### src/rtl/branch_predictor_if.sv
// Lookup/update bus between the fetch/execute pipeline and the branch predictor.
//   master : pipeline side   (drives IF PC, EX resolution, FENCE.I clear)
//   slave  : predictor side  (returns prediction, mispredict flag, perf counters)
interface branch_predictor_if #(
    parameter int unsigned IDX_W = 4
);
    logic [31:0]      i_if_pc;
    logic             o_pred_hit;
    logic             o_pred_taken;
    logic [31:0]      o_pred_target;
    logic [IDX_W-1:0] o_pred_ghr;
    logic             i_upd_vld;
    logic [31:0]      i_upd_pc;
    logic [IDX_W-1:0] i_upd_ghr;
    logic             i_upd_is_br;
    logic             i_upd_is_jmp;
    logic             i_upd_taken;
    logic [31:0]      i_upd_target;
    logic             i_upd_pred_taken;
    logic [31:0]      i_upd_pred_target;
    logic             i_clr;
    logic             o_mispred;
    logic [31:0]      o_br_cnt;
    logic [31:0]      o_mispred_cnt;

    modport master (
        output i_if_pc, i_upd_vld, i_upd_pc, i_upd_ghr, i_upd_is_br, i_upd_is_jmp,
               i_upd_taken, i_upd_target, i_upd_pred_taken, i_upd_pred_target, i_clr,
        input  o_pred_hit, o_pred_taken, o_pred_target, o_pred_ghr,
               o_mispred, o_br_cnt, o_mispred_cnt
    );

    modport slave (
        input  i_if_pc, i_upd_vld, i_upd_pc, i_upd_ghr, i_upd_is_br, i_upd_is_jmp,
               i_upd_taken, i_upd_target, i_upd_pred_taken, i_upd_pred_target, i_clr,
        output o_pred_hit, o_pred_taken, o_pred_target, o_pred_ghr,
               o_mispred, o_br_cnt, o_mispred_cnt
    );
endinterface

### src/rtl/branch_predictor.sv
// Dynamic branch predictor: direct-mapped BTB with saturating counters,
// optional gshare indexing, mispredict detection and performance counters.
//   i_clk, i_rst_n : clock (rising edge), asynchronous active-low reset
//   bp (slave)     : IF lookup (combinational), EX update (one per cycle),
//                    i_clr invalidate-all, o_mispred, o_br_cnt, o_mispred_cnt
module branch_predictor #(
    parameter int unsigned ENTRIES = 16,
    parameter int unsigned CTR_W   = 2,
    parameter int unsigned GSHARE  = 0
) (
    input  logic              i_clk,
    input  logic              i_rst_n,
    branch_predictor_if.slave bp
);
    localparam int unsigned IDX_W = $clog2(ENTRIES);
    localparam int unsigned TAG_W = 32 - IDX_W - 2;
    localparam logic [CTR_W-1:0] CTR_MAX = {CTR_W{1'b1}};
    localparam logic [CTR_W-1:0] CTR_WT  = CTR_W'(1) << (CTR_W - 1);
    localparam logic [CTR_W-1:0] CTR_WNT = CTR_WT - CTR_W'(1);

    logic [ENTRIES-1:0] valid_q;
    logic [ENTRIES-1:0] jmp_q;
    logic [TAG_W-1:0]   tag_q [ENTRIES];
    logic [31:0]        tgt_q [ENTRIES];
    logic [CTR_W-1:0]   ctr_q [ENTRIES];
    logic [IDX_W-1:0]   ghr_q;
    logic [31:0]        br_cnt_q;
    logic [31:0]        mis_cnt_q;

    logic [IDX_W-1:0]   lu_idx;
    logic [IDX_W-1:0]   up_idx;
    logic               lu_hit;
    logic               up_hit;
    logic               upd_qual;
    logic               mispred_c;
    logic [CTR_W-1:0]   up_ctr_nxt;
    logic               unused_pc_lsbs;

    // Index hashing; the GHR contribution is compiled out for plain PC indexing
    assign lu_idx = bp.i_if_pc[IDX_W+1:2]  ^ ((GSHARE != 0) ? ghr_q        : '0);
    assign up_idx = bp.i_upd_pc[IDX_W+1:2] ^ ((GSHARE != 0) ? bp.i_upd_ghr : '0);

    assign lu_hit = valid_q[lu_idx] && (tag_q[lu_idx] == bp.i_if_pc[31:IDX_W+2]);
    assign up_hit = valid_q[up_idx] && (tag_q[up_idx] == bp.i_upd_pc[31:IDX_W+2]);

    assign bp.o_pred_hit    = lu_hit;
    assign bp.o_pred_taken  = lu_hit & (jmp_q[lu_idx] | ctr_q[lu_idx][CTR_W-1]);
    assign bp.o_pred_target = lu_hit ? tgt_q[lu_idx] : 32'd0;
    assign bp.o_pred_ghr    = ghr_q;

    assign upd_qual  = bp.i_upd_vld & (bp.i_upd_is_br | bp.i_upd_is_jmp);
    assign mispred_c = upd_qual & ((bp.i_upd_taken != bp.i_upd_pred_taken) |
                       (bp.i_upd_taken & (bp.i_upd_target != bp.i_upd_pred_target)));
    assign bp.o_mispred     = mispred_c;
    assign bp.o_br_cnt      = br_cnt_q;
    assign bp.o_mispred_cnt = mis_cnt_q;

    // Word-aligned PCs: the two LSBs carry no information
    assign unused_pc_lsbs = ^{bp.i_if_pc[1:0], bp.i_upd_pc[1:0]};

    // Saturating counter step for the entry being updated
    always_comb begin
        up_ctr_nxt = ctr_q[up_idx];
        if (bp.i_upd_taken) begin
            if (up_ctr_nxt != CTR_MAX) up_ctr_nxt = up_ctr_nxt + CTR_W'(1);
        end else begin
            if (up_ctr_nxt != '0) up_ctr_nxt = up_ctr_nxt - CTR_W'(1);
        end
    end

    // BTB storage; a clear takes precedence over a same-cycle write
    always_ff @(posedge i_clk or negedge i_rst_n) begin
        if (!i_rst_n) begin
            valid_q <= '0;
            jmp_q   <= '0;
            for (int i = 0; i < int'(ENTRIES); i++) begin
                tag_q[i] <= '0;
                tgt_q[i] <= '0;
                ctr_q[i] <= CTR_WNT;
            end
        end else if (bp.i_clr) begin
            valid_q <= '0;
            for (int i = 0; i < int'(ENTRIES); i++) begin
                ctr_q[i] <= CTR_WNT;
            end
        end else if (upd_qual) begin
            if (up_hit) begin
                if (bp.i_upd_is_jmp) begin
                    tgt_q[up_idx] <= bp.i_upd_target;
                    jmp_q[up_idx] <= 1'b1;
                end else begin
                    ctr_q[up_idx] <= up_ctr_nxt;
                    if (bp.i_upd_taken) tgt_q[up_idx] <= bp.i_upd_target;
                end
            end else if (bp.i_upd_taken) begin
                valid_q[up_idx] <= 1'b1;
                tag_q[up_idx]   <= bp.i_upd_pc[31:IDX_W+2];
                tgt_q[up_idx]   <= bp.i_upd_target;
                jmp_q[up_idx]   <= bp.i_upd_is_jmp;
                ctr_q[up_idx]   <= CTR_WT;
            end
        end
    end

    // Non-speculative global history and saturating performance counters
    always_ff @(posedge i_clk or negedge i_rst_n) begin
        if (!i_rst_n) begin
            ghr_q     <= '0;
            br_cnt_q  <= '0;
            mis_cnt_q <= '0;
        end else begin
            if ((GSHARE != 0) && upd_qual && bp.i_upd_is_br)
                ghr_q <= {ghr_q[IDX_W-2:0], bp.i_upd_taken};
            if (upd_qual && (br_cnt_q != 32'hFFFF_FFFF))
                br_cnt_q <= br_cnt_q + 32'd1;
            if (mispred_c && (mis_cnt_q != 32'hFFFF_FFFF))
                mis_cnt_q <= mis_cnt_q + 32'd1;
        end
    end
endmodule

### src/flat_wrapper.sv
// flat-port wrapper written by rule: the top's interface ports become plain ports
module branch_predictor_flat 
#(
    parameter int unsigned ENTRIES = 16,
    parameter int unsigned CTR_W   = 2,
    parameter int unsigned GSHARE  = 0
)
  (i_clk, i_rst_n, bp_i_if_pc, bp_i_upd_vld, bp_i_upd_pc, bp_i_upd_ghr, bp_i_upd_is_br, bp_i_upd_is_jmp, bp_i_upd_taken, bp_i_upd_target, bp_i_upd_pred_taken, bp_i_upd_pred_target, bp_i_clr, bp_o_pred_hit, bp_o_pred_taken, bp_o_pred_target, bp_o_pred_ghr, bp_o_mispred, bp_o_br_cnt, bp_o_mispred_cnt);
  branch_predictor_if #(.IDX_W((4))) bp_i ();
  input  logic i_clk;
  input  logic i_rst_n;
  input wire logic [$bits(bp_i.i_if_pc)-1:0] bp_i_if_pc;
  input wire logic [$bits(bp_i.i_upd_vld)-1:0] bp_i_upd_vld;
  input wire logic [$bits(bp_i.i_upd_pc)-1:0] bp_i_upd_pc;
  input wire logic [$bits(bp_i.i_upd_ghr)-1:0] bp_i_upd_ghr;
  input wire logic [$bits(bp_i.i_upd_is_br)-1:0] bp_i_upd_is_br;
  input wire logic [$bits(bp_i.i_upd_is_jmp)-1:0] bp_i_upd_is_jmp;
  input wire logic [$bits(bp_i.i_upd_taken)-1:0] bp_i_upd_taken;
  input wire logic [$bits(bp_i.i_upd_target)-1:0] bp_i_upd_target;
  input wire logic [$bits(bp_i.i_upd_pred_taken)-1:0] bp_i_upd_pred_taken;
  input wire logic [$bits(bp_i.i_upd_pred_target)-1:0] bp_i_upd_pred_target;
  input wire logic [$bits(bp_i.i_clr)-1:0] bp_i_clr;
  output wire logic [$bits(bp_i.o_pred_hit)-1:0] bp_o_pred_hit;
  output wire logic [$bits(bp_i.o_pred_taken)-1:0] bp_o_pred_taken;
  output wire logic [$bits(bp_i.o_pred_target)-1:0] bp_o_pred_target;
  output wire logic [$bits(bp_i.o_pred_ghr)-1:0] bp_o_pred_ghr;
  output wire logic [$bits(bp_i.o_mispred)-1:0] bp_o_mispred;
  output wire logic [$bits(bp_i.o_br_cnt)-1:0] bp_o_br_cnt;
  output wire logic [$bits(bp_i.o_mispred_cnt)-1:0] bp_o_mispred_cnt;
  assign bp_i.i_if_pc = bp_i_if_pc;
  assign bp_i.i_upd_vld = bp_i_upd_vld;
  assign bp_i.i_upd_pc = bp_i_upd_pc;
  assign bp_i.i_upd_ghr = bp_i_upd_ghr;
  assign bp_i.i_upd_is_br = bp_i_upd_is_br;
  assign bp_i.i_upd_is_jmp = bp_i_upd_is_jmp;
  assign bp_i.i_upd_taken = bp_i_upd_taken;
  assign bp_i.i_upd_target = bp_i_upd_target;
  assign bp_i.i_upd_pred_taken = bp_i_upd_pred_taken;
  assign bp_i.i_upd_pred_target = bp_i_upd_pred_target;
  assign bp_i.i_clr = bp_i_clr;
  assign bp_o_pred_hit = bp_i.o_pred_hit;
  assign bp_o_pred_taken = bp_i.o_pred_taken;
  assign bp_o_pred_target = bp_i.o_pred_target;
  assign bp_o_pred_ghr = bp_i.o_pred_ghr;
  assign bp_o_mispred = bp_i.o_mispred;
  assign bp_o_br_cnt = bp_i.o_br_cnt;
  assign bp_o_mispred_cnt = bp_i.o_mispred_cnt;
  branch_predictor #(.ENTRIES(ENTRIES), .CTR_W(CTR_W), .GSHARE(GSHARE)) u_core (.i_clk(i_clk), .i_rst_n(i_rst_n), .bp(bp_i));
endmodule
### config.mk
export PLATFORM = sky130hd
export DESIGN_NAME = branch_predictor_flat
export DESIGN_NICKNAME = d
export VERILOG_FILES = /design/src/rtl/branch_predictor_if.sv /design/src/rtl/branch_predictor.sv /design/src/flat_wrapper.sv
export SDC_FILE = /design/constraint.sdc
export NUM_CORES = 2
export LEC_CHECK = 0
export BUFFER_PORTS_ARGS = -buffer_cell sky130_fd_sc_hd__buf_2
export CORE_ASPECT_RATIO = 1.5
export CORE_MARGIN = 2
export CORE_UTILIZATION = 31
export CTS_BUF_LIST = sky130_fd_sc_hd__clkbuf_4 sky130_fd_sc_hd__clkbuf_8
export CTS_CLUSTER_DIAMETER = 60
export CTS_CLUSTER_SIZE = 30
export DETAILED_ROUTE_END_ITERATION = 6
export REMOVE_ABC_BUFFERS = 1
export SLEW_MARGIN = 5
export SYNTH_ARGS = -nofsm -noshare
export SYNTH_HDL_FRONTEND = slang
export SYNTH_SLANG_ARGS = --single-unit
### constraint.sdc
create_clock -name i_clk -period 6.1 [get_ports i_clk]
set_clock_uncertainty 0.15 [all_clocks]
set_input_delay 0.61 -clock i_clk [delete_from_list [all_inputs] [get_ports i_clk]]
set_output_delay 0.61 -clock i_clk [all_outputs]
set_load 0.02 [all_outputs]
Yosys cells after proc, flatten, opt, wreduce, memory -nomap -nowiden
Cells that the tools add are included.
{"block": "totals", "register_bits": 1056, "inputBits": 140, "output_inout_bits": 103, "word_cells": 156}
{"block": "classes", "addsub": 4, "magnitude_cmp": 6, "n_eq_ne": 10, "muxes": 52, "bitwise_logic": 16, "reduce_logical": 16}
{"operator": "512-bit 2-to-1 mux", "n": 3}
{"operator": "512-bit bitwise mux", "n": 1}
{"operator": "416-bit bitwise mux", "n": 1}
{"operator": "32-bit 2-to-1 mux", "n": 9}
{"operator": "26-bit binary-select mux with 4-bit select", "n": 2}
{"operator": "26-bit 2-to-1 mux", "n": 5}
{"operator": "32-bit binary-select mux with 4-bit select", "n": 1}
{"operator": "32-bit demux with 4-bit select", "n": 1}
{"operator": "16-bit 2-to-1 mux", "n": 7}
{"operator": "26-bit demux with 4-bit select", "n": 1}
{"operator": "32-bit by 1-bit adder with 32-bit output, second input constant", "n": 2}
{"operator": "32-bit inequality test, second input constant", "n": 2}
{"operator": "26-bit == test", "n": 2}
{"operator": "16-bit OR", "n": 3}
{"operator": "32-bit bitwise mux", "n": 1}
{"operator": "32-bit inequality test", "n": 1}
{"operator": "16-bit AND", "n": 1}
{"operator": "2-bit binary-select mux with 4-bit select", "n": 2}
{"operator": "16-bit bitwise mux", "n": 1}
{"operator": "2-bit 2-to-1 mux", "n": 8}
{"operator": "16-bit NOT", "n": 1}
{"operator": "1-bit binary-select mux with 4-bit select", "n": 3}
{"operator": "5-bit >= comparator, second input constant", "n": 2}
{"operator": "4-bit by 5-bit < comparator with 1-bit output, second input constant", "n": 2}
{"operator": "other kinds (20)", "n": 42}

Depth between registers and ports, before layout
{"block": "logic_depth", "word_depth": 12, "depth_mapped": 16, "ltp_nobuf": 9}

Least setup slack after synthesis
Ideal clock, no wire load.
{"block": "synth_path", "kind": "in2out", "start": "input port bp_i_if_pc[2]", "end": "output port bp_o_pred_target[0]", "arrival_ns": 3.964, "required_ns": 5.340, "slack_ns": 1.376, "stages": 9, "cell_sequence": "clkbuf_1 > buf_2 > buf_2 > clkbuf_1 > buf_1 > buf_1 > mux4_2 > mux4_2 > nor2b_1"}
{"block": "synth_between", "elab_chain_cells": 7, "elab_cells_between_ends": 12, "classes_between": "eq/ne (1); mux (9); bitwise (1); reduce/logical (1)"}
{"element": "from (decl)", "line": "flat_wrapper.sv:12", "rtl": "input wire logic [$bits(bp_i.i_if_pc)-1:0] bp_i_if_pc;"}
{"element": "4-bit NOT with 5-bit output (implied by the code)", "line": "branch_predictor.sv:43, branch_predictor.sv:48"}
{"element": "26-bit binary-select mux with 4-bit select", "line": "branch_predictor.sv:43", "rtl": "assign lu_hit = valid_q[lu_idx] && (tag_q[lu_idx] == bp.i_if_pc[31:IDX_W+2]);"}
{"element": "26-bit 2-to-1 mux (implied by the code) (2 in a row)", "line": "branch_predictor.sv:43"}
{"element": "26-bit == test", "line": "branch_predictor.sv:43"}
{"element": "1-bit logical AND", "line": "branch_predictor.sv:43"}
{"element": "32-bit 2-to-1 mux (*)", "line": "branch_predictor.sv:48", "rtl": "assign bp.o_pred_target = lu_hit ? tgt_q[lu_idx] : 32'd0;"}
{"element": "to (decl)", "line": "flat_wrapper.sv:25", "rtl": "output wire logic [$bits(bp_i.o_pred_target)-1:0] bp_o_pred_target;"}
Every way passes the cells marked *; elsewhere a longest branch is shown, timed or not. The select of a mux whose other input is x is not followed.

Final worst setup path
{"block": "layout_path", "start": "input port bp_i_if_pc[2]", "end": "output port bp_o_pred_target[22]"}
Same word-level chain as after synthesis.

==> tab_implementation.tex <==
\begin{tabular}{lr}
\hline
Metric & Value \\
\hline
\multicolumn{2}{l}{\textbf{Finish}} \\
Post-Layout Cell Count & 6165 \\
Synthesis-to-finish area growth & 12.3\% \\
Final Core Density & 0.350 \\
Number of filler cells placed in the layout & roughly 17000 \\
NumNets Final & 3957 \\
Share of post-route cells with drive strength above 1 & 0.473 \\
\multicolumn{2}{l}{\textbf{Power}} \\
Part of the total power dissipated in sequential elements & 0.522 \\
IR Drop Worst-Case VDD & 0.231 mV \\
Total internal power & approximately 11 mW \\
Pwr Density & $\sim$260 mW/mm\^{}2 \\
Fraction of power consumed by combinational cells & 0.163 \\
Portion of total power attributed to the clock network & 0.315 \\
Leak & $\sim$27 nW \\
Sw frac & 0.301 \\
Switching power summed over all nets & 4.76 mW \\
Total power draw & between 15 and 20 mW \\
\multicolumn{2}{l}{\textbf{Die}} \\
Width of the die & 344 um \\
Top-level I/O count & 243 \\
Die extent in y & around 510 um \\
Area of the core region & 0.172 sq mm \\
Number of standard-cell rows in the floorplan & 187 \\
Total Die Area & 0.177 sq mm \\
Initial Util & 0.311 \\
\multicolumn{2}{l}{\textbf{Clock tree}} \\
Maximum count of clock buffers along a single path & 3 \\
Clock edge transition at the registers on the reported setup and hold paths & 120 ps \\
Root Driver & sky130\_fd\_sc\_hd\_\_clkbuf\_8 \\
Number of sinks driven by the clock tree & 1056 \\
CTS H-tree depth & 3 \\
Clk Latency, worst-skew pair & 920 ps \\
TritonCTS clock tree & yes \\
CTS Buf Count & 89 \\
\multicolumn{2}{l}{\textbf{Timing}} \\
Worst slew pin tran & about 1300 ps \\
Rel. slew slack & 0.124 \\
Tmin final & 5360 ps \\
Total negative slack & 0 ps \\
Count of pins over their slew limit & 0 \\
Achievable clock frequency & between 150 and 200 MHz \\
Final Hold Fails & 0 \\
Setup-failing EPs final & 0 \\
Unrepaired setup endpoints after global routing & false \\
PnR worst setup slack & between 700 and 800 ps \\
Final worst path period share & 0.879 \\
\multicolumn{2}{l}{\textbf{Detailed routing}} \\
Iteration-0 DRC count of the detailed router & approximately 2300 \\
Routed wire length & approximately 160 mm \\
Count of TritonRoute iterations in the first routing pass & 5 \\
Wire length per cell & 25.6 um \\
DRC viols & 0 \\
Antenna Nets Post-Route & 0 \\
Detailed-route vias per instance & 5.40 \\
Overall via count from detail\_route & 33300 \\
\multicolumn{2}{l}{\textbf{Yosys}} \\
Top cells by area, synth & sky130\_fd\_sc\_hd\_\_dfrtp\_1, sky130\_fd\_sc\_hd\_\_mux2\_2, sky130\_fd\_sc\_hd\_\_mux4\_2, sky130\_fd\_sc\_hd\_\_mux2\_1, sky130\_fd\_sc\_hd\_\_mux2i\_1 \\
Number of standard cells after synthesis & 3698 \\
Commonest cells in the synthesized netlist & sky130\_fd\_sc\_hd\_\_dfrtp\_1, sky130\_fd\_sc\_hd\_\_mux2\_2, sky130\_fd\_sc\_hd\_\_mux4\_2 \\
Combined area of all synthesized cells & 0.0537 sq mm \\
Flip-flop and latch count after synthesis & 1056 \\
Post-synth EDFFs & 0 \\
Number of synthesis warnings & 4 \\
Cell taking the most area after synthesis & sky130\_fd\_sc\_hd\_\_dfrtp\_1 \\
Mean instance size in the synthesized netlist & 14.5 sq um \\
Leading cell type by number of instances after synthesis & sky130\_fd\_sc\_hd\_\_dfrtp\_1 \\
Dominant synthesized flop cell & sky130\_fd\_sc\_hd\_\_dfrtp\_1 \\
Count of distinct cell types in the synthesized netlist & between 80 and 90 \\
Area share of the largest cell type after synthesis & 0.485 \\
Sequential area share after synthesis & 0.493 \\
Post-synth ARST share & 1.00 \\
\multicolumn{2}{l}{\textbf{Setup path}} \\
Worst Path Required & 5340 ps \\
Crit-path leading delay family & buffers and inverters \\
Category of the most critical setup path & input port to output pin \\
Crit end category & output pin \\
Critical path's slowest cell & sky130\_fd\_sc\_hd\_\_buf\_8 \\
Buffers \& Inverters on Critical Path & 4 \\
Largest driver fanout on the critical path & just over 60 \\
Delay of the slowest cell on the worst path & 560 ps \\
Crit-path cells & buf\_8 > buf\_4 > mux4\_2 > mux4\_2 > xnor2\_1 > nand4\_1 > nor2\_1 > nand4\_1 > buf\_4 > nor2b\_1 > buf\_2 \\
Kind of start point of the critical path & input port \\
Startpoint of the worst-slack reg-to-reg timing path & u\_core.tag\_q[13]\$\_DFFE\_PN0P\_ \\
Data arrival time of the critical path & 4600 ps \\
Logic depth of the worst register-to-register path & 11 \\
Total stage count of the critical path & 11 \\
Start point of the critical path & bp\_i\_if\_pc[2] \\
\multicolumn{2}{l}{\textbf{Placed design}} \\
Cells after DPL & 5986 \\
Final estimated routing congestion in global placement & 0.846 \\
Port buffer count & 230 \\
Pre-CTS WS & 587 ps \\
HPWL after detailed placement & just under 100 mm \\
\multicolumn{2}{l}{\textbf{Worst hold path}} \\
Worst Hold Depth & 2 \\
Launch point of the worst hold path & bp\_i\_upd\_pc[24] \\
Worst hold path type & input port to register \\
\multicolumn{2}{l}{\textbf{Global routing}} \\
Met3 layer usage reported by global route & 0.0235 \\
Vias in the first global route & 35200 \\
Met2 usage & 0.308 \\
Most congested layer reported by global routing & met2 \\
Global-route met1 utilization & 0.227 \\
Pin count of the biggest net entering global routing & 193 \\
Number of antenna violations at the first check in global routing & 11 \\
GRT Resource Usage Total & 0.178 \\
Sum of overflow across all layers after global routing & 0 \\
Global-route wire length before repair & 236 mm \\
\multicolumn{2}{l}{\textbf{Run status}} \\
Outcome & complete, no violations \\
\multicolumn{2}{l}{\textbf{Job}} \\
Number of max-cap violations & 0 \\
\hline
\end{tabular}
repair_timing:
action | in CTS | in global routing
buffers inserted | 0 | 0
hold buffers | 6 | 0
endpoints found under the hold margin | 106 | 0
resized for setup | 0 | 0
worst register-to-register path, delay by kind of cell (launching register included):
family / cells / cell delay [ps]
muxes: 3 / 1040
AOI/OAI and AO/OA: 2 / 580
and+or+nand+nor: 3 / 1440
xor gates and xnor gates: 1 / 410
buffers and inverters: 2 / 610
DFF: 1 / 410
routing by layer:
| metal | vias to the layer above | wire, um |
|---|---|---|
| met1 | 18100 | 64700 |
| met3 | 247 | 7380 |
| met4 | 4 | 5270 |
| li1 | 14100 | - |
| met2 | 870 | 80200 |
| met5 | - | 27 |
layout make-up:
class / count / area (sq um) / area share
antenna: 5 / 12.5 / 0.000208
clock buffer: 94 / 1270 / 0.0210
clock inverter: 74 / 991 / 0.0164
inverter: 42 / 158 / 0.00262
multi-input combinational: 2248 / 25900 / 0.429
sequential: 1056 / 26400 / 0.439
tap: 2268 / 2840 / 0.0471
timing repair buffer: 378 / 2690 / 0.0446
sequential cells by signal, indices dropped and copies added, names as in the netlist:
signal and count:
u_core.jmp_q 16, u_core.valid_q 16, u_core.bp.o_br_cnt 32, u_core.ctr_q 32, u_core.tag_q 416, u_core.tgt_q 512
u_core.bp.o_mispred_cnt 32
cells by family (layout without fill, tap and decap cells):
kind of cell / after synthesis / count (layout) / synth area share
AO/OA/AOI/OAI: 223 / 223 / 0.0329
XOR/XNOR: 138 / 138 / 0.0225
adder cells (fa/ha/maj): 2 / 2 / 0.000466
buffers and inverters: 397 / 588 / 0.0316
flip-flops: 1056 / 1056 / 0.493
multiplexers: 1439 / 1439 / 0.377
other: 1 / 9 / 0.0000699
AND/OR/NAND/NOR: 442 / 442 / 0.0426
cells in the final DEF, fill, tap and decap left out, types with 32 or more instances in the layout:
| cell | instances |
|---|---|
| sky130_fd_sc_hd__nor2_1 | 58 |
| sky130_fd_sc_hd__buf_2 | 222 |
| sky130_fd_sc_hd__mux2i_1 | 114 |
| sky130_fd_sc_hd__dfrtp_1 | 1040 |
| sky130_fd_sc_hd__mux2_1 | 103 |
| sky130_fd_sc_hd__nand4_1 | 32 |
| sky130_fd_sc_hd__inv_1 | 40 |
| sky130_fd_sc_hd__xnor2_1 | 81 |
| sky130_fd_sc_hd__nor2b_1 | 48 |
| sky130_fd_sc_hd__clkbuf_8 | 92 |
| sky130_fd_sc_hd__mux4_2 | 371 |
| sky130_fd_sc_hd__mux2_2 | 851 |
| sky130_fd_sc_hd__nand2_1 | 88 |
| sky130_fd_sc_hd__nand3_1 | 63 |
| sky130_fd_sc_hd__xor2_1 | 57 |
| sky130_fd_sc_hd__nor3_1 | 49 |
| sky130_fd_sc_hd__buf_4 | 116 |
power by group through the flow:
stage | Clock (mW) | Sequential (mW) | Combinational (mW)
4_1_cts | 5.13 | 8.23 | 2.61
3_3_place_gp | 0 | 8.32 | 2.54
2_1_floorplan | 0 | 8.23 | 1.55
3_5_place_dp | 0 | 8.37 | 2.60
6_report | 4.97 | 8.23 | 2.58
5_1_grt | 5.40 | 8.33 | 2.77
final timing paths:
check	to	slack, ps
max	bp_o_pred_target[22]	740
min	u_core.tag_q[278]$_DFFE_PN0P_	70
max reg2reg	u_core.tag_q[244]$_DFFE_PN0P_	1350
min reg2reg	u_core.bp.o_mispred_cnt[29]$_DFFE_PN0P_	340
max in group asynchronous	u_core.bp.o_br_cnt[6]$_DFFE_PN0P_	3790
min in group asynchronous	u_core.tag_q[331]$_DFFE_PN0P_	120
metrics by stage:
step	hold slack, ps	cell area [sq um]
final	67.6	60300
after global routing	69.3	60300
after CTS	1.22	60300
after detailed placement	326	57900
after global placement	321	57900
after floorplan	164	52100
Power figures use the tool's default switching activity.
